`src/rtl/exe_mem_req_unit_if.sv`:
```
// SRAM-like data bus between the EXE memory request unit and the data memory.
// Master issues req/addr, slave answers addr_ok and later data_ok in request order.
interface exe_mem_req_unit_if #(
  parameter int DATA_W = 32
);
  logic                  data_sram_req;
  logic                  data_sram_wr;
  logic [1:0]            data_sram_size;
  logic [31:0]           data_sram_addr;
  logic [DATA_W/8-1:0]   data_sram_wstrb;
  logic [DATA_W-1:0]     data_sram_wdata;
  logic                  data_sram_addr_ok;
  logic                  data_sram_data_ok;
  logic [DATA_W-1:0]     data_sram_rdata;

  modport master (
    output data_sram_req, data_sram_wr, data_sram_size, data_sram_addr,
           data_sram_wstrb, data_sram_wdata,
    input  data_sram_addr_ok, data_sram_data_ok, data_sram_rdata
  );

  modport slave (
    input  data_sram_req, data_sram_wr, data_sram_size, data_sram_addr,
           data_sram_wstrb, data_sram_wdata,
    output data_sram_addr_ok, data_sram_data_ok, data_sram_rdata
  );
endinterface

```
`src/rtl/exe_mem_req_unit.sv`:
```
// EXE-stage data memory request unit: issues aligned loads/stores on the SRAM bus,
// tracks in-flight requests in order, drops flushed responses, aligns/extends load data.
module exe_mem_req_unit #(
  parameter int DATA_W    = 32,
  parameter int MAX_OUTST = 2
) (
  input  logic              clk,
  input  logic              reset,
  input  logic              in_valid,
  output logic              in_ready,
  input  logic              in_we,
  input  logic [1:0]        in_size,
  input  logic              in_unsigned,
  input  logic [31:0]       in_addr,
  input  logic [DATA_W-1:0] in_wdata,
  input  logic [4:0]        in_dest,
  input  logic              flush,
  exe_mem_req_unit_if.master sram,
  output logic              resp_valid,
  output logic              resp_is_load,
  output logic [4:0]        resp_dest,
  output logic [DATA_W-1:0] resp_rdata,
  output logic              exc_ale,
  output logic [31:0]       exc_badv,
  output logic [3:0]        outst_cnt,
  output logic              dbg_req_state
);
  localparam int NB  = DATA_W / 8;
  localparam int OFF = $clog2(NB);
  localparam int PW  = (MAX_OUTST > 1) ? $clog2(MAX_OUTST) : 1;
  localparam logic [3:0]    MAX_CNT  = 4'(MAX_OUTST);
  localparam logic [PW-1:0] LAST_PTR = PW'(MAX_OUTST - 1);

  typedef enum logic {REQ_IDLE = 1'b0, REQ_PEND = 1'b1} req_state_t;
  req_state_t state_q, state_d;

  // Handshakes: EXE op transfers on in_valid && in_ready; a bus request transfers
  // on data_sram_req && data_sram_addr_ok and is never withdrawn before that.
  logic              req_r, misaligned, accept, issue, push, pop, bus_req;
  logic              we_q, uns_q, cancel_pend_q;
  logic [1:0]        size_q;
  logic [31:0]       addr_q;
  logic [DATA_W-1:0] wdata_q;
  logic [4:0]        dest_q;
  logic              ale_q;
  logic [31:0]       badv_q;
  logic [3:0]        cnt_q;
  logic [PW-1:0]     wr_ptr, rd_ptr;

  logic              fifo_load [MAX_OUTST];
  logic [1:0]        fifo_size [MAX_OUTST];
  logic              fifo_uns  [MAX_OUTST];
  logic [OFF-1:0]    fifo_off  [MAX_OUTST];
  logic [4:0]        fifo_dest [MAX_OUTST];
  logic              fifo_canc [MAX_OUTST];

  function automatic logic [PW-1:0] ptr_next(input logic [PW-1:0] p);
    return (p == LAST_PTR) ? '0 : p + PW'(1);
  endfunction

  assign req_r         = (state_q == REQ_PEND);
  assign dbg_req_state = req_r;
  assign in_ready      = !req_r && !flush;
  assign accept        = in_valid && in_ready;
  assign issue         = accept && !misaligned;
  assign bus_req       = req_r && (cnt_q < MAX_CNT);
  assign push          = bus_req && sram.data_sram_addr_ok;
  assign pop           = sram.data_sram_data_ok && (cnt_q != 4'd0);

  // Dword accesses do not exist on a 32-bit bus, so they fault like a misalignment.
  always_comb begin
    misaligned = 1'b0;
    case (in_size)
      2'd0:    misaligned = 1'b0;
      2'd1:    misaligned = in_addr[0];
      2'd2:    misaligned = |in_addr[1:0];
      default: misaligned = (DATA_W == 32) || (|in_addr[2:0]);
    endcase
  end

  always_ff @(posedge clk) begin
    if (reset) state_q <= REQ_IDLE;
    else       state_q <= state_d;
  end

  always_comb begin
    state_d = state_q;
    case (state_q)
      REQ_IDLE: if (issue) state_d = REQ_PEND;
      REQ_PEND: if (push)  state_d = REQ_IDLE;
      default:             state_d = REQ_IDLE;
    endcase
  end

  always_ff @(posedge clk) begin
    if (reset) begin
      we_q          <= 1'b0;
      uns_q         <= 1'b0;
      size_q        <= 2'd0;
      addr_q        <= 32'd0;
      wdata_q       <= '0;
      dest_q        <= 5'd0;
      cancel_pend_q <= 1'b0;
      ale_q         <= 1'b0;
      badv_q        <= 32'd0;
    end else begin
      ale_q <= accept && misaligned;
      if (accept && misaligned) badv_q <= in_addr;
      if (issue) begin
        we_q    <= in_we;
        uns_q   <= in_unsigned;
        size_q  <= in_size;
        addr_q  <= in_addr;
        wdata_q <= in_wdata;
        dest_q  <= in_dest;
      end
      if (push)                cancel_pend_q <= 1'b0;
      else if (flush && req_r) cancel_pend_q <= 1'b1;
      else if (issue)          cancel_pend_q <= 1'b0;
    end
  end

  always_ff @(posedge clk) begin
    if (reset) begin
      wr_ptr <= '0;
      rd_ptr <= '0;
      cnt_q  <= 4'd0;
    end else begin
      if (push) wr_ptr <= ptr_next(wr_ptr);
      if (pop)  rd_ptr <= ptr_next(rd_ptr);
      case ({push, pop})
        2'b10:   cnt_q <= cnt_q + 4'd1;
        2'b01:   cnt_q <= cnt_q - 4'd1;
        default: cnt_q <= cnt_q;
      endcase
    end
  end

  // Cancelling every slot is harmless: empty slots are rewritten when pushed.
  always_ff @(posedge clk) begin
    if (flush) begin
      for (int i = 0; i < MAX_OUTST; i++) fifo_canc[i] <= 1'b1;
    end
    if (push) begin
      fifo_load[wr_ptr] <= !we_q;
      fifo_size[wr_ptr] <= size_q;
      fifo_uns[wr_ptr]  <= uns_q;
      fifo_off[wr_ptr]  <= addr_q[OFF-1:0];
      fifo_dest[wr_ptr] <= dest_q;
      fifo_canc[wr_ptr] <= cancel_pend_q || flush;
    end
  end

  always_comb begin
    logic [4:0]  nbytes;
    logic [15:0] strb_full;
    int          lanes;
    nbytes    = 5'd1 << size_q;
    strb_full = ((16'h1 << nbytes) - 16'h1) << addr_q[OFF-1:0];
    lanes     = 1 << size_q;
    sram.data_sram_req   = bus_req;
    sram.data_sram_wr    = we_q;
    sram.data_sram_size  = size_q;
    sram.data_sram_addr  = addr_q;
    sram.data_sram_wstrb = we_q ? strb_full[NB-1:0] : '0;
    sram.data_sram_wdata = '0;
    for (int i = 0; i < NB; i++) begin
      sram.data_sram_wdata[8*i +: 8] = wdata_q[8*(i % lanes) +: 8];
    end
  end

  always_comb begin
    logic [DATA_W-1:0] shifted;
    logic              fill;
    shifted = sram.data_sram_rdata >> {fifo_off[rd_ptr], 3'b000};
    case (fifo_size[rd_ptr])
      2'd0:    fill = shifted[7];
      2'd1:    fill = shifted[15];
      2'd2:    fill = shifted[31];
      default: fill = shifted[DATA_W-1];
    endcase
    if (fifo_uns[rd_ptr]) fill = 1'b0;
    resp_rdata = shifted;
    for (int b = 0; b < DATA_W; b++) begin
      if (b >= (8 << fifo_size[rd_ptr])) resp_rdata[b] = fill;
    end
    if (!fifo_load[rd_ptr]) resp_rdata = '0;
  end

  assign resp_valid   = pop && !fifo_canc[rd_ptr] && !flush;
  assign resp_is_load = fifo_load[rd_ptr];
  assign resp_dest    = fifo_dest[rd_ptr];
  assign exc_ale      = ale_q;
  assign exc_badv     = badv_q;
  assign outst_cnt    = cnt_q;
endmodule
```
`src/flat_wrapper.sv`:
```
// flat-port wrapper written by rule: the top's interface ports become plain ports
module exe_mem_req_unit_flat 
#(
  parameter int DATA_W    = 32,
  parameter int MAX_OUTST = 2
)
  (clk, reset, in_valid, in_ready, in_we, in_size, in_unsigned, in_addr, in_wdata, in_dest, flush, resp_valid, resp_is_load, resp_dest, resp_rdata, exc_ale, exc_badv, outst_cnt, dbg_req_state, sram_data_sram_req, sram_data_sram_wr, sram_data_sram_size, sram_data_sram_addr, sram_data_sram_wstrb, sram_data_sram_wdata, sram_data_sram_addr_ok, sram_data_sram_data_ok, sram_data_sram_rdata);
  exe_mem_req_unit_if #(.DATA_W(DATA_W)) sram_i ();
  input  logic clk;
  input  logic reset;
  input  logic in_valid;
  output logic in_ready;
  input  logic in_we;
  input  logic [1:0] in_size;
  input  logic in_unsigned;
  input  logic [31:0] in_addr;
  input  logic [DATA_W-1:0] in_wdata;
  input  logic [4:0] in_dest;
  input  logic flush;
  output logic resp_valid;
  output logic resp_is_load;
  output logic [4:0] resp_dest;
  output logic [DATA_W-1:0] resp_rdata;
  output logic exc_ale;
  output logic [31:0] exc_badv;
  output logic [3:0] outst_cnt;
  output logic dbg_req_state;
  output wire logic [$bits(sram_i.data_sram_req)-1:0] sram_data_sram_req;
  output wire logic [$bits(sram_i.data_sram_wr)-1:0] sram_data_sram_wr;
  output wire logic [$bits(sram_i.data_sram_size)-1:0] sram_data_sram_size;
  output wire logic [$bits(sram_i.data_sram_addr)-1:0] sram_data_sram_addr;
  output wire logic [$bits(sram_i.data_sram_wstrb)-1:0] sram_data_sram_wstrb;
  output wire logic [$bits(sram_i.data_sram_wdata)-1:0] sram_data_sram_wdata;
  input wire logic [$bits(sram_i.data_sram_addr_ok)-1:0] sram_data_sram_addr_ok;
  input wire logic [$bits(sram_i.data_sram_data_ok)-1:0] sram_data_sram_data_ok;
  input wire logic [$bits(sram_i.data_sram_rdata)-1:0] sram_data_sram_rdata;
  assign sram_data_sram_req = sram_i.data_sram_req;
  assign sram_data_sram_wr = sram_i.data_sram_wr;
  assign sram_data_sram_size = sram_i.data_sram_size;
  assign sram_data_sram_addr = sram_i.data_sram_addr;
  assign sram_data_sram_wstrb = sram_i.data_sram_wstrb;
  assign sram_data_sram_wdata = sram_i.data_sram_wdata;
  assign sram_i.data_sram_addr_ok = sram_data_sram_addr_ok;
  assign sram_i.data_sram_data_ok = sram_data_sram_data_ok;
  assign sram_i.data_sram_rdata = sram_data_sram_rdata;
  exe_mem_req_unit #(.DATA_W(DATA_W), .MAX_OUTST(MAX_OUTST)) u_core (.clk(clk), .reset(reset), .in_valid(in_valid), .in_ready(in_ready), .in_we(in_we), .in_size(in_size), .in_unsigned(in_unsigned), .in_addr(in_addr), .in_wdata(in_wdata), .in_dest(in_dest), .flush(flush), .sram(sram_i), .resp_valid(resp_valid), .resp_is_load(resp_is_load), .resp_dest(resp_dest), .resp_rdata(resp_rdata), .exc_ale(exc_ale), .exc_badv(exc_badv), .outst_cnt(outst_cnt), .dbg_req_state(dbg_req_state));
endmodule
```
`config.mk`:
```
export PLATFORM = sky130hd
export DESIGN_NAME = exe_mem_req_unit_flat
export DESIGN_NICKNAME = d
export VERILOG_FILES = /design/src/rtl/exe_mem_req_unit_if.sv /design/src/rtl/exe_mem_req_unit.sv /design/src/flat_wrapper.sv
export SDC_FILE = /design/constraint.sdc
export NUM_CORES = 1
export LEC_CHECK = 0
export ABC_AREA = 1
export CAP_MARGIN = 25
export CORE_MARGIN = 2
export CORE_UTILIZATION = 40
export CTS_CLUSTER_DIAMETER = 200
export DETAILED_ROUTE_END_ITERATION = 7
export GPL_TIMING_DRIVEN = 1
export PLACE_DENSITY = 0.73
export RECOVER_POWER = 50
export REMOVE_ABC_BUFFERS = 1
export SLEW_MARGIN = 20
export SYNTH_ARGS = -nofsm -noshare
export SYNTH_HDL_FRONTEND = slang
export SYNTH_SLANG_ARGS = --single-unit
```
`constraint.sdc`:
```
create_clock -name clk -period 4.7 [get_ports clk]
set_input_delay 0.705 -clock clk [delete_from_list [all_inputs] [get_ports clk]]
set_output_delay 0.705 -clock clk [all_outputs]
set_load 0.05 [all_outputs]
```
==> results.md <==
- Number of port buffers: between 200 and 300
- Fmax: 217.9 MHz
- Hold_buf cts: 0
- FFs w/ async S/R, synth: 0%
- Clock share of power: 24.4%
- Die H: around 140 µm
- Crit path max-delay family: simple AND/OR/NAND/NOR gates
- GR Util All Layers: between 20% and 30%
- Root Buffer: clkbuf_16
- Synth area leaders: dfxtp_1, o21ai_0, nor2_1
- Slew Limit Fails: 0
- CP Max Fanout: 16
- Worst setup SP type: register
- Sequential Power Share: between 20 and 25%
- Final worst slack: ~0.11 ns
- HPWL after detailed placement: about 17 mm
- Initial cell density of the core: 40.87%
- Clock skew: 0.008925 ns
- Relative slew slack: about 36%
- Placeable Area: between 15,000 and 20,000 µm²
- Synth Flop Type: dfxtp_1
- Seq/Total Area, Yosys: 40.90%
- Worst hold-check path type: reg -> reg
- Sequential cell area: roughly 3000 µm²
- Pwr dens: approximately 480 nW/µm²
- Initial antenna violation count: 2
- Synth Instances: ~1,100
- Die W: 139.5 µm
- CTS H-Tree Depth: 4
- Worst stage delay on the critical path: 0.40 ns
- Final period utilization: 97.65%
- IO Pins: 261
- Routed wire length: between 20 and 25 mm
- Worst-Skew Late Latency: roughly 0.42 ns
- Pwr Total: around 0.0054 W
- Maximum root-to-sink buffer count: 2
- Kind of critical path: reg -> out
- Post-synth top area cell: dfxtp_1
- Row cnt: slightly below 50
- Yosys cell types: 40
- Cell Area, Synth: 7342 µm²
- Max-Cap Viols: 0
- Overflow after GRT: 0
- Area of the die: 19,450 µm²
- Total clock sinks: around 140
- Layout fillers: 1,524
- Leakage: between 4 and 5 nW
- RSZ-0062 raised after global routing: true
- Routed via count: just over 8,000
- Final hold vios: 0
- Residual DRC: 0
- Status: finished clean
- Iteration-0 DRC Markers: about 450
- Multi-input logic area: around 4000 µm²
- Critical Path RT: between 3 and 4 ns
- Post-layout nets: 1,431
- Fin crit period: 4.590 ns
- Worst-path cell with the longest stage delay: dfxtp_4
- Area Overhead vs Synth: 54.55%
- Place WS: between 0.03 and 0.04 ns
- Number of enable flip-flop cells after synthesis: 22
- Combinational Power Share: roughly 51%
- FF+latch count, synth: 139
- Mean routed wirelength per cell: between 15 and 20 µm
- Vias in the first global route: 7,717
- Avg Cell Area, Syn: 6.933 µm²
- CTS buffer count: 17
- Yosys Warn Count: 0
- Worst Max-Slew Pin Slew: 0.9621 ns
- Pre-antenna DRT Iters: 8
- Worst-path clk slew: around 0.060 ns
- CP Capture Type: output pin
- CP Data Arrival Time: roughly 3.9 ns
- VDD IR max: between 400 and 500 µV
- Final setup fails: 0
- Critical path cell sequence: inv_4, ha_4, clkinv_8, ha_4, nand3_1, nand3_2, a21oi_2, nand2_1, inv_2, nand4_1, nand2_1, nand3_1, nor2_2, nand3_1, nand2_1, nand2_1, nand3_1, nand2_4, nand2_8, nand2_8, nand2_1, nand3_1, a21oi_2, buf_12
- Internal: between 0.003 and 0.004 W
- Largest net degree at the start of global routing: 102
- Sw Ratio: a little over two fifths
- Global-route wire length before repair: about 39 mm
- Share of layout cells above drive strength 1: about an eighth
- Vias per inst: 5.213
- Psw: 0.002386 W
- Top-area cell type share of the netlist area: a little under a third
- WP buf/inv: 4
- Antenna-violating nets left: 0
- CTS tree: done
- Placer Congestion: between 0.9 and 1
cells in the mapped netlist (5+ instances only):
master,count
a211oi_1,10
a21oi_1,108
a221oi_1,8
clkbuf_1,54
dfxtp_1,117
edfxtp_1,22
ha_1,17
inv_1,78
nand2_1,154
nand3_1,52
nand3b_1,7
nand4_1,6
nor2_1,197
o21ai_0,158
o21ai_1,5
o22ai_1,7
or2_2,14
power by group through the flow:
| stage | Combinational (W) | Clock [W] | Sequential, W |
|---|---|---|---|
| 2_1_floorplan | 0.00150 | 0 | 0.00153 |
| 3_3_place_gp | 0.00270 | 0 | 0.00137 |
| 3_5_place_dp | 0.00272 | 0 | 0.00137 |
| 4_1_cts | 0.00274 | 0.00135 | 0.00135 |
| 5_1_grt | 0.00294 | 0.00141 | 0.00136 |
| 6_report | 0.00277 | 0.00133 | 0.00135 |
layout make-up:
| class | count | area share, % |
|---|---|---|
| clock inverters | 10 | 0.9373 |
| repair buffers | 283 | 27.95 |
| inverters | 85 | 3.043 |
| well taps | 229 | 2.525 |
| clock buffers | 22 | 4.267 |
| multi-input cells | 776 | 34.70 |
| flip-flops and latches | 139 | 26.53 |
| diodes | 2 | 0.04411 |
metal layers:
layer | share of wire [%] | global-route usage (%)
met2 | 46 | 39.81
met3 | 8.1 | 7.295
met4 | 3.2 | 10.47
met1 | 42 | 30.03
met5 | 0 | 0
per-stage QoR:
stage | instance area, µm² | hold slack [ns] | cells | util (%) | TNS, ns
2_1_floorplan | 7097 | 0.4203 | 998 | - | -41.33
3_3_place_gp | 10480 | 0.4281 | 1501 | 58.31 | 0
3_5_place_dp | 10490 | 0.4299 | 1502 | 58.42 | 0
4_1_cts | 11160 | 0.4443 | 1534 | 62.13 | 0
5_1_grt | 11350 | 0.4625 | 1546 | 63.17 | -1.053
6_report | 11350 | 0.4475 | 1546 | 63.17 | 0
repair_timing:
action,CTS,global route
setup endpoints to repair,23,32
hold endpoints to repair,0,0
pin swaps,3,11
buffers inserted,0,5
cloned,0,2
resized for setup,22,19
state kept, by name, summed over array words and instances, names as in the netlist, named ones only:
register	flops
u_core.fifo_canc	2
u_core.sram.data_sram_size	2
u_core.dest_q	5
u_core.wdata_q	32
u_core.sram.data_sram_addr	32
u_core.fifo_load	2
u_core.cancel_pend_q	1
u_core.exc_badv	32
u_core.exc_ale	1
u_core.dbg_req_state	1
u_core.fifo_off	4
u_core.sram.data_sram_wr	1
u_core.outst_cnt	4
u_core.wr_ptr	1
u_core.fifo_dest	10
u_core.rd_ptr	1
u_core.uns_q	1
u_core.fifo_size	4
u_core.fifo_uns	2
path summary, 6_finish.rpt:
check | depth (start not counted) | slack [ns] | endpoint | startpoint
hold / removal | 0 | 0.45 | u_core.fifo_uns[1] | u_core.uns_q
setup / recovery | 24 | 0.11 | sram_data_sram_wdata[6] | u_core.sram.data_sram_size[0]
hold reg to reg | 0 | 0.45 | u_core.fifo_uns[1] | u_core.uns_q
setup reg to reg | 12 | 2.37 | u_core.outst_cnt[3] | u_core.outst_cnt[1]
placed cells by master (no fill, tap or decap), types with 4 or more instances in the layout:
cell,count
nand3b_1,7
clkbuf_8,5
nor2_1,195
nand3_1,51
a21oi_2,9
or2_2,14
nand2_4,4
buf_12,41
o21ai_0,157
clkbuf_16,17
edfxtp_1,22
dfxtp_1,115
clkdlybuf4s50_1,200
a221oi_1,8
a211oi_1,10
inv_1,72
nor2_2,4
a21oi_1,99
ha_1,13
inv_2,5
buf_4,39
nand2_1,154
o211ai_1,4
nand4_1,6
o21ai_2,4
inv_6,4
o22ai_1,7
ha_4,4
cells by family (layout without fill, tap and decap cells):
logic type / Yosys count / count (layout) / synth area share, %
multiplexers: 2 / 2 / 0.2727
flip-flops: 139 / 139 / 40.90
adder cells (fa/ha/maj): 18 / 18 / 3.170
XOR/XNOR: 4 / 4 / 0.4773
AO/OA/AOI/OAI: 311 / 311 / 22.60
AND/OR/NAND/NOR: 439 / 441 / 24.90
buffers and inverters: 146 / 400 / 7.686
other: 0 / 2 / 0
Power figures use the tool's default switching activity.
